**src/rtl/led_pwm_pio_if.sv**
```systemverilog
// Avalon-MM slave bus bundle for the LED PWM/blink PIO.
// The bus master drives address, strobes and write data. The slave returns registered read data.
interface led_pwm_pio_if;
  logic [2:0]  address;
  logic        write;
  logic [31:0] writedata;
  logic        read;
  logic [31:0] readdata;
  logic        readdatavalid;

  modport master (
    output address, write, writedata, read,
    input  readdata, readdatavalid
  );

  modport slave (
    input  address, write, writedata, read,
    output readdata, readdatavalid
  );
endinterface

```
**src/rtl/led_pwm_pio.sv**
```systemverilog
// LED output peripheral with atomic set/clear, a shared-duty PWM dimmer and a blink generator.
// Both effects run from one prescaler tick, and each LED can select either effect.
module led_pwm_pio #(
  parameter int NUM_LEDS   = 8,
  parameter int PWM_BITS   = 8,
  parameter int PRESCALE_W = 16
) (
  input  logic                clk_clk,
  input  logic                reset_reset,
  led_pwm_pio_if.slave        avs_s0,
  output logic [NUM_LEDS-1:0] leds_export
);

  typedef enum logic [2:0] {
    A_OUT          = 3'd0,
    A_PWM_EN       = 3'd1,
    A_BLINK_EN     = 3'd2,
    A_DUTY         = 3'd3,
    A_PRESCALE     = 3'd4,
    A_BLINK_PERIOD = 3'd5,
    A_SET          = 3'd6,
    A_CLR          = 3'd7
  } reg_addr_e;

  reg_addr_e             addr;
  logic [NUM_LEDS-1:0]   wdata_leds;
  logic [NUM_LEDS-1:0]   out_q, pwm_en_q, blink_en_q, led_next;
  logic [PWM_BITS-1:0]   duty_q, pwm_cnt;
  logic [PRESCALE_W-1:0] prescale_q, blink_period_q, pcnt, bcnt;
  logic                  blink_phase, tick, pwm_on;
  logic                  wr_prescale, wr_blink_period;
  logic [31:0]           rd_mux;

  assign addr            = reg_addr_e'(avs_s0.address);
  assign wdata_leds      = avs_s0.writedata[NUM_LEDS-1:0];
  assign wr_prescale     = avs_s0.write && (addr == A_PRESCALE);
  assign wr_blink_period = avs_s0.write && (addr == A_BLINK_PERIOD);

  assign tick     = (pcnt == prescale_q);
  assign pwm_on   = (pwm_cnt < duty_q);
  assign led_next = out_q
                  & (~pwm_en_q   | {NUM_LEDS{pwm_on}})
                  & (~blink_en_q | {NUM_LEDS{blink_phase}});

  // NOTE: rd_mux gets a full default before the case, so no path leaves it unassigned and no latch is inferred.
  always_comb begin
    rd_mux = '0;
    case (addr)
      A_OUT:          rd_mux[NUM_LEDS-1:0]   = out_q;
      A_PWM_EN:       rd_mux[NUM_LEDS-1:0]   = pwm_en_q;
      A_BLINK_EN:     rd_mux[NUM_LEDS-1:0]   = blink_en_q;
      A_DUTY:         rd_mux[PWM_BITS-1:0]   = duty_q;
      A_PRESCALE:     rd_mux[PRESCALE_W-1:0] = prescale_q;
      A_BLINK_PERIOD: rd_mux[PRESCALE_W-1:0] = blink_period_q;
      default:        rd_mux = '0;
    endcase
  end

  // NOTE: reset_reset is sampled only at the clock edge. Every flop, including readdata, is cleared together.
  always_ff @(posedge clk_clk) begin
    if (reset_reset) begin
      out_q                <= '0;
      pwm_en_q             <= '0;
      blink_en_q           <= '0;
      duty_q               <= '0;
      prescale_q           <= '0;
      blink_period_q       <= '0;
      pcnt                 <= '0;
      pwm_cnt              <= '0;
      bcnt                 <= '0;
      blink_phase          <= 1'b1;
      leds_export          <= '0;
      avs_s0.readdata      <= '0;
      avs_s0.readdatavalid <= 1'b0;
    end else begin
      // rd_mux is built from pre-write state, so a read in the same cycle as a write returns the old value.
      avs_s0.readdatavalid <= avs_s0.read;
      if (avs_s0.read) avs_s0.readdata <= rd_mux;

      if (avs_s0.write) begin
        case (addr)
          A_OUT:          out_q          <= wdata_leds;
          A_PWM_EN:       pwm_en_q       <= wdata_leds;
          A_BLINK_EN:     blink_en_q     <= wdata_leds;
          A_DUTY:         duty_q         <= avs_s0.writedata[PWM_BITS-1:0];
          A_PRESCALE:     prescale_q     <= avs_s0.writedata[PRESCALE_W-1:0];
          A_BLINK_PERIOD: blink_period_q <= avs_s0.writedata[PRESCALE_W-1:0];
          A_SET:          out_q          <= out_q | wdata_leds;
          A_CLR:          out_q          <= out_q & ~wdata_leds;
          default:        ;
        endcase
      end

      if (wr_prescale || tick) pcnt <= '0;
      else                     pcnt <= pcnt + PRESCALE_W'(1);

      if (tick) pwm_cnt <= pwm_cnt + PWM_BITS'(1);

      if (wr_blink_period) begin
        bcnt        <= '0;
        blink_phase <= 1'b1;
      end else if (tick) begin
        if (bcnt == blink_period_q) begin
          bcnt        <= '0;
          blink_phase <= ~blink_phase;
        end else begin
          bcnt <= bcnt + PRESCALE_W'(1);
        end
      end

      leds_export <= led_next;
    end
  end

endmodule

```
**src/flat_wrapper.sv**
```systemverilog
// flat-port wrapper written by rule: the top's interface ports become plain ports
module led_pwm_pio_flat 
#(
  parameter int NUM_LEDS   = 8,
  parameter int PWM_BITS   = 8,
  parameter int PRESCALE_W = 16
)
  (clk_clk, reset_reset, leds_export, avs_s0_address, avs_s0_write, avs_s0_writedata, avs_s0_read, avs_s0_readdata, avs_s0_readdatavalid);
  led_pwm_pio_if avs_s0_i ();
  input  logic clk_clk;
  input  logic reset_reset;
  output logic [NUM_LEDS-1:0] leds_export;
  input wire logic [$bits(avs_s0_i.address)-1:0] avs_s0_address;
  input wire logic [$bits(avs_s0_i.write)-1:0] avs_s0_write;
  input wire logic [$bits(avs_s0_i.writedata)-1:0] avs_s0_writedata;
  input wire logic [$bits(avs_s0_i.read)-1:0] avs_s0_read;
  output wire logic [$bits(avs_s0_i.readdata)-1:0] avs_s0_readdata;
  output wire logic [$bits(avs_s0_i.readdatavalid)-1:0] avs_s0_readdatavalid;
  assign avs_s0_i.address = avs_s0_address;
  assign avs_s0_i.write = avs_s0_write;
  assign avs_s0_i.writedata = avs_s0_writedata;
  assign avs_s0_i.read = avs_s0_read;
  assign avs_s0_readdata = avs_s0_i.readdata;
  assign avs_s0_readdatavalid = avs_s0_i.readdatavalid;
  led_pwm_pio #(.NUM_LEDS(NUM_LEDS), .PWM_BITS(PWM_BITS), .PRESCALE_W(PRESCALE_W)) u_core (.clk_clk(clk_clk), .reset_reset(reset_reset), .avs_s0(avs_s0_i), .leds_export(leds_export));
endmodule
```
**config.mk**
```make
export PLATFORM = sky130hd
export DESIGN_NAME = led_pwm_pio_flat
export DESIGN_NICKNAME = d
export VERILOG_FILES = /design/src/rtl/led_pwm_pio_if.sv /design/src/rtl/led_pwm_pio.sv /design/src/flat_wrapper.sv
export SDC_FILE = /design/constraint.sdc
export NUM_CORES = 1
export LEC_CHECK = 0
export BUFFER_PORTS_ARGS = -buffer_cell sky130_fd_sc_hd__buf_2
export CAP_MARGIN = 40
export CORE_MARGIN = 10
export CORE_UTILIZATION = 55
export CTS_BUF_LIST = sky130_fd_sc_hd__clkbuf_2
export DETAILED_ROUTE_END_ITERATION = 10
export GPL_ROUTABILITY_DRIVEN = 0
export GPL_TIMING_DRIVEN = 0
export PLACE_DENSITY = 0.76
export SYNTH_ARGS = -nofsm -noshare
export SYNTH_HDL_FRONTEND = slang
export SYNTH_SLANG_ARGS = --single-unit
```
**constraint.sdc**
```tcl
create_clock -name clk_clk -period 4.6 [get_ports clk_clk]
set_clock_uncertainty 0.15 [all_clocks]
set_input_delay 0.23 -clock clk_clk [delete_from_list [all_inputs] [get_ports clk_clk]]
set_output_delay 0.23 -clock clk_clk [all_outputs]
set_load 0.1 [all_outputs]
```
==> flow_metrics.tcl, run 1 <==
set metrics [dict create \
    htree_levels 4 \
    hpwlAfterDp_um 12000 \
    postCtsSetupRepairBufs 0 \
    cp-start-kind "input pin" \
    io_buffers 44 \
    total_leakage_power_nw 2.70 \
    grt_max_degree 17 \
    drv_cap 0 \
    worstPathArrival_ns 2.94 \
    start_util_pct 56.0 \
    io_pins 80 \
    gr-total-overflow 0 \
    die_h_um 125 \
    ys_ff_latch 130 \
    dp_slack_ns 2.32 \
    grt_pass1_vias 5378 \
    rsz0062_at_grt "no" \
    tightest_slew_ns 0.702 \
    ant_nets 0 \
    worst_skew_pair.late_latency_ns 0.72 \
    final_cell_mix "nand2_1, dfxtp_1, a21oi_1" \
    dieArea_um2 15600 \
    finalSetupTns_ns 0 \
    antenna_found_initial 1 \
    hold_path_class "in -> reg" \
    final_cells 994 \
    synthesis.area_um2 6070 \
    drc 0 \
    clock_sinks 130 \
    ir_drop_mv 0.223 \
    setup_viol 0 \
    drive_gt1_share_pct 13.2 \
    vias 5507 \
    r2r_slack_ns 2.29 \
    synth.yosys.warnings 0 \
    r2r-end "u_core.bcnt[14]" \
    grt_usage_pct 20.4 \
    crit_type "in -> reg" \
    syn_to_final_growth_pct 14.5 \
    cts_buffers 17 \
    final_common_cell "nand2_1" \
    syn_area_per_cell_um2 8.22 \
    end_kind "flip-flop" \
    clk_pin_slew_ns 0.18 \
    grt_pass1_wl_um 26400 \
    placed_cells 937 \
    ys_types 47 \
    finalWorstSetupSlack_ns 2.14 \
    status "finished, final reports clean" \
    whs_ns 0.164 \
    finish.utilization_pct 64.1 \
    power_mw 2.26 \
    synth_cells 738 \
    via_per_inst 5.54 \
    fin_area_um2 6950 \
    placed_area_um2 6520 \
    min_to "u_core.blink_period_q[10]" \
    hold_depth 4 \
    critPathRequiredTime_ns 5.08 \
    r2r_cells 7 \
    cts_root_buf "clkbuf_2" \
    finalMaxSlewViolations 0 \
    min_period_over_period_pct 53.5 \
    startpoint "avs_s0_address[0]" \
    seq_area_frac_synth_pct 42.9 \
    die_x_um 125 \
    clock.fmax_mhz 406 \
    fin_nets 890 \
    tritoncts "built" \
    core_um2 10800 \
    r2r-start "u_core.prescale_q[7]" \
    clock_path_buffers 2 \
    routedWlPerCell_um 16.5 \
    detailedRoute.firstIterationViolations 563 \
    worst-path-max-fanout 10 \
    holdCritStartpoint "avs_s0_writedata[10]" \
    p_per_area_nw_per_um2 325 \
    final_hold_viol_count 0 \
    firstDrtPassIters 5 \
    finalCriticalPeriod_ns 2.46 \
    wirelength_um 16400 \
    slew_headroom_pct 52.9 \
    rows 38 \
]
sequential cells by signal, indices dropped and copies added (netlist names), 8 cells and up:
name / flops
u_core.blink_en_q: 8
u_core.duty_q: 8
u_core.out_q: 8
u_core.prescale_q: 16
u_core.pwm_cnt: 8
u_core.pcnt: 16
u_core.pwm_en_q: 8
u_core.leds_export: 8
u_core.avs_s0.readdata: 16
u_core.bcnt: 16
u_core.blink_period_q: 16
cells by family (layout without fill, tap and decap cells):
family                   after synthesis  count (layout)  synth area share [%]
AO/OA/AOI/OAI                        131             131                  12.1
XOR/XNOR                              69              69                  9.96
adder cells (fa/ha/maj)               10              10                  2.06
buffers and inverters                 64             164                  5.57
flip-flops                           130             130                  42.9
multiplexers                          23              23                  3.92
other                                  1              17                0.0618
AND/OR/NAND/NOR                      310             310                  23.5
critical path, cell delays in order:
cell and delay (ns):
dlygate4sd3_1 0.53, buf_2 0.20, clkbuf_1 0.41, clkbuf_1 0.43, a21oi_1 0.34, nand2_1 0.15, a21oi_1 0.07, dlygate4sd3_1 0.59
power breakdown:
group	internal [mW]	switching, mW	total (mW)
Combinational	0.155	0.314	0.469
Clock	0.188	0.394	0.583
Sequential	1.17	0.0381	1.20
Yosys cell counts, drive strengths merged:
cell type,count,share of area (%)
nand3,12,0.99
nand4,22,2.4
and2,4,0.41
conb,1,0.062
mux2,6,1.1
nor2,84,5.3
or3,1,0.10
a22o,2,0.29
ha,10,2.1
buf,32,3.6
clkinv,1,0.062
a31oi,5,0.52
nor3,2,0.16
mux2i,17,2.8
o221a,1,0.19
a21o,4,0.49
o211ai,2,0.25
and3,15,1.6
nand3b,9,1.1
o21ai,17,1.4
nor4,2,0.45
a21oi,85,7.0
and4,3,0.43
and3b,1,0.14
and2b,1,0.12
o221ai,5,0.72
inv,9,0.56
nand2b,9,0.93
a22oi,9,1.1
nor2b,8,0.82
nand2,136,8.5
clkbuf,22,1.4
dfxtp,130,43
or2,1,0.10
xor2,29,4.2
xnor2,40,5.8
a211oi,1,0.12
worst max path at each step:
stage,to,cells past startpoint
5_1_grt,u_core.out_q[1],9
6_report,u_core.out_q[1],8
4_1_cts,u_core.out_q[1],9
3_3_place_gp,u_core.bcnt[12],7
3_5_place_dp,u_core.bcnt[13],7
2_1_floorplan,u_core.bcnt[3],7
timing repair:
item                                   in CTS  in global routing
endpoints found under the hold margin      80                  0
hold buffers                               25                  0
resized for setup                           0                  0
per-layer routing:
metal  vias up  global-route usage, %  part of all wire [%]
met4         0                   9.96                   2.8
met1      2567                   25.3                    43
met3        48                   5.83                   7.2
met2       226                   32.0                    47
met5         -                      0                     0
li1       2666                      -                     -
area by class of cell:
cell class | count | area, um^2
fill | 907 | 3890
multi-input combinational | 559 | 3190
sequential | 130 | 2600
timing repair buffer | 69 | 470
buffer | 54 | 300
tap | 140 | 175
clock buffer | 21 | 105
clock inverter | 10 | 68.8
inverter | 10 | 37.5
antenna | 1 | 2.50
Note: power is estimated with default switching activity, not from simulation.
==> run 2: changes to the inputs <==
--- a/config.mk
+++ b/config.mk
@@ -8,12 +8,12 @@
 export BUFFER_PORTS_ARGS = -buffer_cell sky130_fd_sc_hd__buf_2
 export CAP_MARGIN = 40
 export CORE_MARGIN = 10
-export CORE_UTILIZATION = 55
+export CORE_UTILIZATION = 54
 export CTS_BUF_LIST = sky130_fd_sc_hd__clkbuf_2
 export DETAILED_ROUTE_END_ITERATION = 10
 export GPL_ROUTABILITY_DRIVEN = 0
 export GPL_TIMING_DRIVEN = 0
-export PLACE_DENSITY = 0.76
+export PLACE_DENSITY = 0.77
 export SYNTH_ARGS = -nofsm -noshare
 export SYNTH_HDL_FRONTEND = slang
 export SYNTH_SLANG_ARGS = --single-unit
==> constraint.sdc (replaced) <==
create_clock -name clk_clk -period 2.23 [get_ports clk_clk]
set_clock_uncertainty 0.15 [all_clocks]
set_input_delay 0.1115 -clock clk_clk [delete_from_list [all_inputs] [get_ports clk_clk]]
set_output_delay 0.1115 -clock clk_clk [all_outputs]
set_load 0.1 [all_outputs]
==> run 2 against run 1 <==
Clock-buffer cell count is 3 higher. Flip-flop and latch count did not move. Via count up 2.9%. Total power up 110%. Utilization is 1.0 points higher. Sequential power up 110%. Worst setup slack lost 2.0 ns. Non-clock buffer count rose by 14. Combinational power up 120%. Worst hold slack got worse by 0.12 ns. Final area is 2.5% higher.
==> flow_metrics.tcl, run 2 (synthesis gave the netlist of run 1 again) <==
set metrics [dict create \
    status "finished, final reports clean" \
    final_common_cell "nand2_1" \
    final_cell_mix "nand2_1, dfxtp_1, a21oi_1" \
    gr-total-overflow 0 \
    clock.fmax_mhz 467 \
    dp_slack_ns -0.0969 \
    setup_viol 0 \
    fin_area_um2 7120 \
    hold_path_class "in -> reg" \
    r2r_cells 8 \
    clock_sinks 130 \
    grt_usage_pct 20.8 \
    vias 5665 \
    hold_depth 6 \
    total_leakage_power_nw 2.78 \
    worst_skew_pair.late_latency_ns 0.70 \
    clock_path_buffers 2 \
    start_util_pct 55.5 \
    cp-start-kind "input pin" \
    ir_drop_mv 0.327 \
    min_period_over_period_pct 96.0 \
    antenna_found_initial 1 \
    via_per_inst 5.62 \
    core_um2 10900 \
    rows 38 \
    grt_max_degree 17 \
    routedWlPerCell_um 16.8 \
    critPathRequiredTime_ns 2.70 \
    r2r-start "u_core.pcnt[3]" \
    tritoncts "built" \
    p_per_area_nw_per_um2 680 \
    dieArea_um2 15900 \
    clk_pin_slew_ns 0.16 \
    startpoint "avs_s0_write" \
    io_buffers 44 \
    firstDrtPassIters 6 \
    finalSetupTns_ns 0 \
    grt_pass1_wl_um 27300 \
    finalWorstSetupSlack_ns 0.0903 \
    crit_type "in -> reg" \
    slew_headroom_pct 50.7 \
    drive_gt1_share_pct 14.2 \
    drv_cap 0 \
    rsz0062_at_grt "yes" \
    ant_nets 0 \
    finalMaxSlewViolations 0 \
    finalCriticalPeriod_ns 2.14 \
    worst-path-max-fanout 8 \
    power_mw 4.84 \
    whs_ns 0.0412 \
    r2r-end "u_core.bcnt[10]" \
    end_kind "flip-flop" \
    tightest_slew_ns 0.735 \
    r2r_slack_ns 0.17 \
    fin_nets 904 \
    drc 0 \
    detailedRoute.firstIterationViolations 701 \
    wirelength_um 16900 \
    cp-endpoint "u_core.prescale_q[12]" \
    placed_area_um2 6520 \
    grt_pass1_vias 5561 \
    die_x_um 126 \
    final_hold_viol_count 0 \
    io_pins 80 \
    cts_buffers 17 \
    syn_to_final_growth_pct 17.4 \
    htree_levels 4 \
    die_h_um 126 \
    cts_root_buf "clkbuf_2" \
    worstPathArrival_ns 2.61 \
    hpwlAfterDp_um 12100 \
]
==> run 2: cell types whose count changed in the layout (fill, tap and decap cells not counted), moves of 2 or more <==
cell	before	now
clkinv_2	4	2
buf_4	17	20
clkbuf_2	22	26
dlygate4sd3_1	25	36
clkinv_1	6	3
==> run 2: critical path, stage by stage <==
cell and delay (ns):
dlygate4sd3_1 0.51, buf_2 0.16, nand2_1 0.09, nor2_2 0.28, buf_2 0.20, nand2_1 0.05
dlygate4sd3_1 0.55, a21oi_1 0.11, dlygate4sd3_1 0.55
==> run 2: repair_timing <==
item / CTS / global route
resized for setup: 0 / 5
setup buffers: 3 / 0
hold endpoints to repair: 85 / 0
setup endpoints to repair: 30 / 5
hold buffers: 36 / 0
pin swaps: 1 / 0
==> run 2: layout make-up <==
cell class | instances | area, um^2
Timing Repair Buffer | 83 | 603
Antenna cell | 1 | 2.50
Tap cell | 140 | 175
Sequential cell | 130 | 2600
Inverter | 10 | 37.5
Multi-Input combinational cell | 559 | 3200
Clock buffer | 24 | 120
Fill cell | 961 | 3810
Clock inverter | 7 | 85.1
Buffer | 54 | 302
==> run 2: metal layers <==
layer	vias up	track usage (%)	part of all wire, %
li1	2690	-	-
met1	2618	24.6	40
met2	292	34.5	48
met3	65	5.41	9.0
met4	0	9.58	3.4
met5	-	0	0
==> run 2: worst min-delay path by stage <==
stage / slack [ns] / to / start
after floorplan: 0.1 / u_core.duty_q[3] / avs_s0_writedata[3]
after global placement: 0.22 / u_core.prescale_q[10] / avs_s0_writedata[10]
after detailed placement: 0.23 / u_core.prescale_q[12] / avs_s0_writedata[12]
after CTS: 0.008 / u_core.prescale_q[2] / avs_s0_address[2]
after global routing: 0.02 / u_core.prescale_q[2] / avs_s0_address[2]
final: 0.04 / u_core.prescale_q[0] / avs_s0_address[2]
==> run 2: power by group <==
group          internal [mW]  switching, mW
clock                  0.529          0.808
sequential              2.41         0.0804
combinational          0.352          0.668
total                   3.29           1.56
==> run 2: through the flow <==
step / util (%) / cells
after global placement: 59.6 / 937
after global routing: 65.1 / 1008
after detailed placement: 59.6 / 937
after floorplan: - / 753
final: 65.1 / 1008
after CTS: 65.0 / 1007
